### config.mk
export PLATFORM = sky130hd
export DESIGN_NAME = note_selector_flat
export DESIGN_NICKNAME = d
export VERILOG_FILES = /design/src/rtl/note_pkg.sv /design/src/rtl/note_selector_if.sv /design/src/rtl/btn_debounce.sv /design/src/rtl/note_selector.sv /design/src/flat_wrapper.sv
export SDC_FILE = /design/constraint.sdc
export NUM_CORES = 1
export LEC_CHECK = 0
export CORE_MARGIN = 1
export CORE_UTILIZATION = 35
export CTS_BUF_LIST = sky130_fd_sc_hd__clkbuf_4
export DETAILED_ROUTE_END_ITERATION = 8
export PLACE_DENSITY_LB_ADDON = 0.08
export SYNTH_ARGS = -nofsm -noshare
export SYNTH_HDL_FRONTEND = slang
export SYNTH_SLANG_ARGS = --single-unit
### constraint.sdc
create_clock -name clk -period 4.4 [get_ports clk]
set_input_delay 0.66 -clock clk [delete_from_list [all_inputs] [get_ports clk]]
set_output_delay 0.66 -clock clk [all_outputs]
set_load 0.05 [all_outputs]
### src/rtl/note_pkg.sv
// note_pkg: shared note table, widths, repeat FSM states and step helpers.
package note_pkg;
  localparam int NUM_NOTES = 12;
  localparam int IDX_W = 4;
  localparam int FREQ_W = 12;
  typedef logic [IDX_W-1:0] idx_t;
  typedef logic [FREQ_W-1:0] freq_t;
  typedef enum logic [1:0] {IDLE, DELAY, REPEAT} rpt_state_t;
  localparam idx_t LAST_IDX = idx_t'(NUM_NOTES - 1);
  // Must stay identical to the 7-segment note display decode.
  localparam freq_t NOTE_FREQ [NUM_NOTES] = '{
    12'd261, 12'd277, 12'd293, 12'd311, 12'd330, 12'd349,
    12'd370, 12'd392, 12'd415, 12'd440, 12'd466, 12'd494
  };
  function automatic freq_t note_freq(input idx_t i);
    return (i > LAST_IDX) ? '0 : NOTE_FREQ[i];
  endfunction
  function automatic idx_t step_idx(input idx_t i, input logic up, input logic dn);
    return (i > LAST_IDX) ? '0 :
           up ? ((i == LAST_IDX) ? '0 : i + 1'b1) :
           dn ? ((i == '0) ? LAST_IDX : i - 1'b1) : i;
  endfunction
endpackage

### src/rtl/note_selector_if.sv
// note_selector_if: raw buttons in, selected note / frequency out.
interface note_selector_if;
  import note_pkg::*;
  logic btnUp;
  logic btnDown;
  logic btnPlay;
  freq_t freq;
  idx_t noteIdx;
  logic playing;
  logic noteStep;
  modport master(output btnUp, btnDown, btnPlay, input freq, noteIdx, playing, noteStep);
  modport slave(input btnUp, btnDown, btnPlay, output freq, noteIdx, playing, noteStep);
endinterface

### src/rtl/btn_debounce.sv
// btn_debounce: 2-FF synchronizer, stability counter, debounced level and rise pulse.
module btn_debounce #(
    parameter int DEBOUNCE_CYCLES = 1_000_000
) (
    input  logic clk,
    input  logic rst_n,
    input  logic raw,
    output logic db,
    output logic rise
);
    localparam int CW = $clog2(DEBOUNCE_CYCLES + 1);
    logic sync1, sync2, db_q;
    logic [CW-1:0] cnt;
    always_ff @(posedge clk or negedge rst_n) begin
        if (!rst_n) begin
            sync1 <= 1'b0;
            sync2 <= 1'b0;
            db <= 1'b0;
            db_q <= 1'b0;
            cnt <= '0;
        end else begin
            sync1 <= raw;
            sync2 <= sync1;
            db_q <= db;
            if (sync2 == db) begin
                cnt <= '0;
            end else if (cnt == CW'(DEBOUNCE_CYCLES - 1)) begin
                db <= ~db;
                cnt <= '0;
            end else begin
                cnt <= cnt + 1'b1;
            end
        end
    end
    assign rise = db & ~db_q;
endmodule

### src/rtl/note_selector.sv
// note_selector: debounced up/down/play buttons select a chromatic note
// with hold-to-repeat; registered note index, frequency and step pulse.
module note_selector
    import note_pkg::*;
#(
    parameter int DEBOUNCE_CYCLES = 1_000_000,
    parameter int REPEAT_DELAY_CYCLES = 50_000_000,
    parameter int REPEAT_PERIOD_CYCLES = 15_000_000
) (
    input logic clk,
    input logic rst_n,
    note_selector_if.slave bus
);
    localparam int TMAX = (REPEAT_DELAY_CYCLES > REPEAT_PERIOD_CYCLES) ? REPEAT_DELAY_CYCLES : REPEAT_PERIOD_CYCLES;
    localparam int TW = $clog2(TMAX + 1);
    typedef logic [TW-1:0] tmr_t;
    logic up_db, up_rise, dn_db, dn_rise, play_db, play_rise;
    logic up_only, dn_only, start_up, start_dn, held, expire, fire, do_up, do_dn;
    rpt_state_t state, state_n;
    logic dir_up, dir_up_n;
    tmr_t timer, timer_n;
    idx_t idx, idx_n;
    freq_t freq_r, freq_n;
    logic playing_r, play_n, step_r;

    btn_debounce #(.DEBOUNCE_CYCLES(DEBOUNCE_CYCLES)) u_up (
        .clk(clk), .rst_n(rst_n), .raw(bus.btnUp), .db(up_db), .rise(up_rise));
    btn_debounce #(.DEBOUNCE_CYCLES(DEBOUNCE_CYCLES)) u_dn (
        .clk(clk), .rst_n(rst_n), .raw(bus.btnDown), .db(dn_db), .rise(dn_rise));
    btn_debounce #(.DEBOUNCE_CYCLES(DEBOUNCE_CYCLES)) u_play (
        .clk(clk), .rst_n(rst_n), .raw(bus.btnPlay), .db(play_db), .rise(play_rise));

    assign up_only = up_db & ~dn_db;
    assign dn_only = dn_db & ~up_db;
    assign start_up = up_rise & up_only;
    assign start_dn = dn_rise & dn_only;
    assign held = dir_up ? up_only : dn_only;
    assign expire = timer <= tmr_t'(1);

    always_ff @(posedge clk or negedge rst_n) begin
        if (!rst_n) begin
            state <= IDLE;
            dir_up <= 1'b0;
            timer <= '0;
            idx <= '0;
            freq_r <= '0;
            playing_r <= 1'b0;
            step_r <= 1'b0;
        end else begin
            state <= state_n;
            dir_up <= dir_up_n;
            timer <= timer_n;
            idx <= idx_n;
            freq_r <= freq_n;
            playing_r <= play_n;
            step_r <= idx_n != idx;
        end
    end

    always_comb begin
        state_n = state;
        timer_n = timer;
        dir_up_n = dir_up;
        case (state)
            IDLE: begin
                state_n = (start_up | start_dn) ? DELAY : IDLE;
                timer_n = (start_up | start_dn) ? tmr_t'(REPEAT_DELAY_CYCLES) : '0;
                dir_up_n = start_up ? 1'b1 : start_dn ? 1'b0 : dir_up;
            end
            DELAY, REPEAT: begin
                state_n = !held ? IDLE : expire ? REPEAT : state;
                timer_n = !held ? '0 : expire ? tmr_t'(REPEAT_PERIOD_CYCLES) : timer - 1'b1;
            end
            default: begin
                state_n = IDLE;
                timer_n = '0;
            end
        endcase
    end

    // freq is derived from next-state idx/playing so all outputs move on one edge.
    always_comb begin
        fire = (state == IDLE) ? (start_up | start_dn) : (state != IDLE) && held && expire;
        do_up = fire & ((state == IDLE) ? start_up : dir_up);
        do_dn = fire & ~do_up;
        idx_n = step_idx(idx, do_up, do_dn);
        play_n = playing_r ^ (play_rise & play_db);
        freq_n = play_n ? note_freq(idx_n) : '0;
    end

    assign bus.noteIdx = idx;
    assign bus.freq = freq_r;
    assign bus.playing = playing_r;
    assign bus.noteStep = step_r;
endmodule

### src/flat_wrapper.sv
// flat-port wrapper written by rule: the top's interface ports become plain ports
module note_selector_flat import note_pkg::*;
#(
    parameter int DEBOUNCE_CYCLES = 1_000_000,
    parameter int REPEAT_DELAY_CYCLES = 50_000_000,
    parameter int REPEAT_PERIOD_CYCLES = 15_000_000
)
  (clk, rst_n, bus_btnUp, bus_btnDown, bus_btnPlay, bus_freq, bus_noteIdx, bus_playing, bus_noteStep);
  note_selector_if bus_i ();
  input logic clk;
  input logic rst_n;
  input wire logic [$bits(bus_i.btnUp)-1:0] bus_btnUp;
  input wire logic [$bits(bus_i.btnDown)-1:0] bus_btnDown;
  input wire logic [$bits(bus_i.btnPlay)-1:0] bus_btnPlay;
  output wire logic [$bits(bus_i.freq)-1:0] bus_freq;
  output wire logic [$bits(bus_i.noteIdx)-1:0] bus_noteIdx;
  output wire logic [$bits(bus_i.playing)-1:0] bus_playing;
  output wire logic [$bits(bus_i.noteStep)-1:0] bus_noteStep;
  assign bus_i.btnUp = bus_btnUp;
  assign bus_i.btnDown = bus_btnDown;
  assign bus_i.btnPlay = bus_btnPlay;
  assign bus_freq = bus_i.freq;
  assign bus_noteIdx = bus_i.noteIdx;
  assign bus_playing = bus_i.playing;
  assign bus_noteStep = bus_i.noteStep;
  note_selector #(.DEBOUNCE_CYCLES(DEBOUNCE_CYCLES), .REPEAT_DELAY_CYCLES(REPEAT_DELAY_CYCLES), .REPEAT_PERIOD_CYCLES(REPEAT_PERIOD_CYCLES)) u_core (.clk(clk), .rst_n(rst_n), .bus(bus_i));
endmodule
# Word level (Yosys, flattened, before mapping)
# Memories as Yosys holds them, arrays and structs flattened.
# Cells that the tools add are included.
totals:
  register_bits: 119
  latchBits: 0
  ramBits: 0
  romBits: 192
  inputBits: 5
  elab_cells: 106
  n_memories: 1
memory_table:
  columns: ["name", "depth", "width", "rd", "rd_ports_with_merged_regs", "wr", "line", "text"]
  rows:
  - ["(no name shown)", 16, 12, 1, 0, 0, "note_pkg.sv:16", "return (i > LAST_IDX) ? '0 : NOTE_FREQ[i];"]
classes:
  n_addsub: 6
  mul: 0
  div: 0
  order_cmp: 4
  eq_ne: 11
  shift: 0
  mux: 28
  bitwise_logic: 23
  n_reduce_logical: 11
op_table:
  columns: ["cell", "n"]
  rows:
  - ["20-bit two-way mux", 6]
  - ["26-bit two-way mux", 3]
  - ["20-bit by 1-bit adder with 20-bit output (second input constant)", 3]
  - ["20-bit == test (second input constant)", 3]
  - ["26-bit case mux with 2 select lines", 1]
  - ["12-bit two-way mux", 4]
  - ["26-bit by 1-bit less-or-equal comparator with 1-bit output (second input constant)", 1]
  - ["26-bit by 1-bit subtractor with 26-bit output (second input constant)", 1]
  - ["4-bit two-way mux", 5]
  - ["1-bit AND", 10]
  - ["1-bit NOT", 10]
  - ["4-bit > comparator (second input constant)", 2]
  - ["2-bit AND reduction", 4]
  - ["1-bit two-way mux", 6]
  - ["5-bit >= comparator (second input constant)", 1]
  - ["4-bit NOT with 5-bit output", 1]
  - ["4-bit by 1-bit adder with 4-bit output (second input constant)", 1]
  - ["4-bit == test (second input constant)", 1]
  - ["4-bit logical NOT", 1]
  - ["2-bit two-way mux", 2]
  - ["4-bit != test", 1]
  - ["2-bit case mux with 2 select lines", 1]
  - ["2-bit nonzero test", 2]
  - ["4-bit by 1-bit subtractor with 4-bit output (second input constant)", 1]
  - ["9 further kinds", 12]

# Depth between registers and ports, before layout
depth:
  ltp_word: 18
  depth_mapped: 13
  ltp_nobuf: 13

# By module
# Synthesis repeated with hierarchy kept, for this count alone.
hier_totals:
  hier_cells: 598
  area_unflattened_um2: 5944.5
by_module_without_submodules:
  columns: ["module", "instances", "cells_each", "area_each_um2"]
  rows:
  - ["btn_debounce", 3, 110, 1146.1]
  - ["note_selector", 1, 268, 2506.2]

# Worst setup path before layout
# Ideal clock, no wire load.
synth_path:
  path_type: "flip-flop to flip-flop"
  from: "register u_core.timer[18]"
  to: "register u_core.freq_r[4] (netlist: u_core.bus.freq[4])"
  t_arrival_ns: 2.561
  required_ns: 4.278
  path_slack_ns: 1.717
  stages_incl_launch_ff: 11
  n_path_buf: 0
  period_less_slack_ns: 2.683
  path_cell_list: "dfrtp_1 > nor4_4 > nand4_1 > or4_4 > and2_4 > a221oi_4 > ha_1 > inv_1 > nand2_1 > o21ai_1 > a32o_1"
synth_via:
  elab_chain_cells: 15
  word_cells_on_any_way: 16
synth_lines:
  columns: ["element", "line", "text"]
  rows:
  - ["start: declaration", "note_selector.sv:21", "tmr_t timer, timer_n;"]
  - ["start signal: assignment", "note_selector.sv:52", "timer <= timer_n;"]
  - ["26-bit by 1-bit less-or-equal comparator with 1-bit output *", "note_selector.sv:38", "assign expire = timer <= tmr_t'(1);"]
  - ["1-bit logical AND *", "note_selector.sv:83", "fire = (state == IDLE) ? (start_up | start_dn) : (state != IDLE) && held && expire;"]
  - ["1-bit two-way mux *", "note_selector.sv:83", null]
  - ["1-bit AND", "note_selector.sv:84", "do_up = fire & ((state == IDLE) ? start_up : dir_up);"]
  - ["1-bit NOT", "note_selector.sv:85", "do_dn = fire & ~do_up;"]
  - ["1-bit AND", "note_selector.sv:85", null]
  - ["4-bit two-way mux", "note_pkg.sv:21", "dn ? ((i == '0) ? LAST_IDX : i - 1'b1) : i;"]
  - ["4-bit two-way mux *", "note_pkg.sv:20", "up ? ((i == LAST_IDX) ? '0 : i + 1'b1) :"]
  - ["4-bit two-way mux *", "note_pkg.sv:19", "return (i > LAST_IDX) ? '0 :"]
  - ["net u_core.idx_n[1]", "note_selector.sv:22", "idx_t idx, idx_n;"]
  - ["4-bit NOT with 5-bit output (not written as such)", "note_pkg.sv:16", null]
  - ["memory read 16 x 12 bit", null, null]
  - ["12-bit two-way mux (not written as such) (2 in series)", "note_pkg.sv:16", null]
  - ["12-bit two-way mux *", "note_pkg.sv:16", null]
  - ["12-bit two-way mux *", "note_selector.sv:88", "freq_n = play_n ? note_freq(idx_n) : '0;"]
  - ["net u_core.freq_n[4]", "note_selector.sv:23", "freq_t freq_r, freq_n;"]
  - ["end signal: assignment", "note_selector.sv:54", "freq_r <= freq_n;"]
  - ["end: declaration", "note_selector.sv:23", null]
# The timed path passes the listed nets; every way through them passes the cells marked *. The select of a mux whose other input is x is not followed.
# A chain may end at the register's enable or synchronous reset.

# Worst setup path in the final report
layout_path:
  from: "register u_core.timer[13]"
  to: "register u_core.freq_r[4] (netlist: u_core.bus.freq[4])"
# Same word-level chain as after synthesis.

==> impl_metrics.csv <==
group,metric,value,unit
global_routing,antenna_found_initial,1,
timing,grt_setup_unrepaired,"false",
setup_path,path_class,"flop to flop",
cts,cts_tree,"done",
final_layout,finalNetCount,610,
floorplan,boundaryPins,23,
cts,cts_setup_buffers,0,
cts,cts.clk_slew.worst_paths,110,ps
timing,hold_violations,0,
flow_run,maxCapViolations,0,
timing,setup_viol,0,
final_layout,final_core_utilization,40.2,%
setup_path,rrSetupSlack,1340,ps
power_and_ir_drop,p_total,1.96,mW
setup_path,reg2reg_from,"u_core.timer[13]",
timing,worst_slack,1340,ps
setup_path,crit_required,4810,ps
timing,slew_viol_final,0,
final_layout,ff_latch_area,2900,um^2
power_and_ir_drop,irDropWorstVdd,0.000210,V
detailed_routing,post_drt_via_cell_ratio,4.90,
cts,numCtsBuffers,17,
place,post-dp-hpwl,7310,um
final_layout,syn_to_final_growth,12.5,%
final_layout,final_cell_area,6390,um^2
setup_path,end_kind,"flop",
setup_path,r2r_end,"u_core.bus.freq[4]",
yosys,async_flop_share,100,%
timing,timing.fmax,327,MHz
run_status,status,"complete, no violations",
timing,fin_crit,3060,ps
timing,whs,274,ps
floorplan,core-area,15900,um^2
final_layout,multi_input_area,2640,um^2
final_layout,fillerInstances,1641,
yosys,yosysUniqueCellTypes,61,
cts,clock_sinks,116,
final_layout,instances_no_fill,822,
floorplan,start_util,35.8,%
cts,clockRootBuffer,"clkbuf_4",
global_routing,grt_max_degree,73,
detailed_routing,ant_nets,0,
yosys,synthCells,564,
floorplan,die_w,129,um
timing,timing.max_slew.rel_slack,27.8,%
setup_path,start_kind,"flop",
yosys,seq_area_frac_synth,51.1,%
detailed_routing,wire_per_inst,13.4,um
floorplan,rows,46,
global_routing,grt_pass1_wl,19300,um
yosys,ys_top_cells_by_area,"dfrtp_1 (51%), nor2_1 (6.0%), xnor2_1 (5.7%)",
yosys,synth_edf_count,0,
yosys,ys_seq_elements,116,
floorplan,dieArea,16700,um^2
power_and_ir_drop,powerDensity,306,nW/um^2
timing,period_share,69.5,%
cts,clock_latency,510,ps
detailed_routing,wirelength,11000,um
power_and_ir_drop,power.leakage,2.93,nW
place,preCtsSetupSlack,1390,ps
global_routing,track_usage,14.9,%
yosys,synth_top_area_cell,"dfrtp_1",
cts,clock_path_buffers,2,
cts,cts_hold_buf,0,
place,place_congestion,0.815,
place,dpl.cell_count,788,
yosys,yosysWarnings,0,
detailed_routing,drtIter0Drc,202,
place,io_buffers,19,
cts,htreeDepth,4,
global_routing,grt_pass1_vias,3951,
setup_path,crit_fanout,7,
worst_hold_path,holdCritPathClass,"input port to asynchronous set/reset pin",
yosys,syn_avg_cell_area,10.1,um^2
timing,finalSetupTns,0,ps
detailed_routing,dr.pass1.iters,4,
cts,ctsResizeCount,0,
setup_path,crit_arrival,3470,ps
global_routing,gr-total-overflow,0,
floorplan,die_h,129,um
detailed_routing,dr_total_vias,4031,
timing,worst-slew-pin-transition,1080,ps
yosys,netlist_area,5680,um^2
final_layout,drive_gt1_share,9.27,%
setup_path,reg2reg_depth,10,
yosys,synth_ff_type,"dfrtp_1",
timing,skew,16.9,ps
yosys,synth_top_area_share,51.1,%
place,placed_area,6090,um^2
detailed_routing,drc,0,
[cell usage in the layout (no fill, tap or decap), types with 4 or more instances in the layout]
| cell | n |
|---|---|
| ha_1 | 14 |
| nor4_1 | 5 |
| xor2_1 | 33 |
| and3_1 | 15 |
| nor3_1 | 6 |
| nand4_1 | 11 |
| nand3_1 | 25 |
| a21oi_1 | 21 |
| nor2_1 | 91 |
| nand2b_1 | 4 |
| clkdlybuf4s50_1 | 18 |
| xnor2_1 | 37 |
| nor4b_1 | 4 |
| inv_1 | 16 |
| mux2_2 | 4 |
| clkinv_2 | 4 |
| nand2_1 | 46 |
| or3_1 | 12 |
| o21ai_0 | 28 |
| dfrtp_1 | 116 |
| clkbuf_4 | 21 |
[Yosys cell counts, types with 4 or more instances]
library cell and number:
nand3_1 25, clkbuf_1 11, xnor2_1 37, a21oi_1 21
nor2_1 91, nand2b_1 4, dfrtp_1 116, nand2_1 46
ha_1 14, nor4b_1 4, inv_1 16, and3_1 15
nor3_1 6, mux2_2 4, nor4_1 5, xor2_1 33
o21ai_0 28, or3_1 12, nand4_1 11
[cell families (layout without fill, tap and decap cells)]
group / count (synthesis) / after routing / synth area share, %
simple gates: 252 / 252 / 23.2
flops: 116 / 116 / 51.1
compound gates: 72 / 72 / 8.31
xor+xnor: 70 / 70 / 10.8
buf+inv: 34 / 72 / 2.49
fa+ha+maj: 14 / 14 / 3.08
mux: 5 / 5 / 0.969
other cells: 1 / 5 / 0.0660
[registers in the layout (all words and copies together), names as in the netlist, 2 cells and up]
| signal | flops |
|---|---|
| u_core.u_up.cnt | 20 |
| u_core.bus.noteIdx | 4 |
| u_core.bus.freq | 9 |
| u_core.u_dn.cnt | 20 |
| u_core.timer | 26 |
| u_core.u_play.cnt | 20 |
| u_core.state | 2 |
[critical path, stage by stage, from the launching register on]
cell and delay [ps]:
dfrtp_1 440, nor4_1 410, nand4_1 250, or4_4 580
and2_4 200, a221oi_4 420, ha_1 240, inv_1 50
nand2_1 50, o21ai_1 60, a32o_1 260
[routing by layer]
metal	up-vias	part of all wire [%]	GRT usage (%)
li1	1994	-	-
met1	1957	50	20.1
met2	63	45	22.4
met3	17	3.6	4.17
met4	0	1.7	6.16
met5	-	0	0
[power by group]
part	internal [mW]	switching, mW
Sequential	1.07	0.00772
Combinational	0.0118	0.0408
Clock	0.414	0.408
[worst max-delay path by stage]
stage / startpoint / end / cells past startpoint
5_1_grt: u_core.timer[13] / u_core.bus.freq[4] / 11
2_1_floorplan: u_core.timer[18] / u_core.bus.freq[4] / 10
3_5_place_dp: u_core.timer[13] / u_core.bus.freq[1] / 9
6_report: u_core.timer[13] / u_core.bus.freq[4] / 10
3_3_place_gp: u_core.timer[13] / u_core.bus.freq[4] / 10
4_1_cts: u_core.timer[13] / u_core.bus.freq[4] / 10
[cell type report]
| cell class | instances | share of cell area, % |
|---|---|---|
| clock inverter | 11 | 2.10 |
| tap | 216 | 4.23 |
| multi-input combinational | 416 | 41.4 |
| timing repair buffer | 21 | 3.17 |
| antenna | 2 | 0.0783 |
| sequential | 116 | 45.4 |
| inverter | 19 | 1.16 |
| clock buffer | 21 | 2.47 |
(Power assumes the default switching activity.)
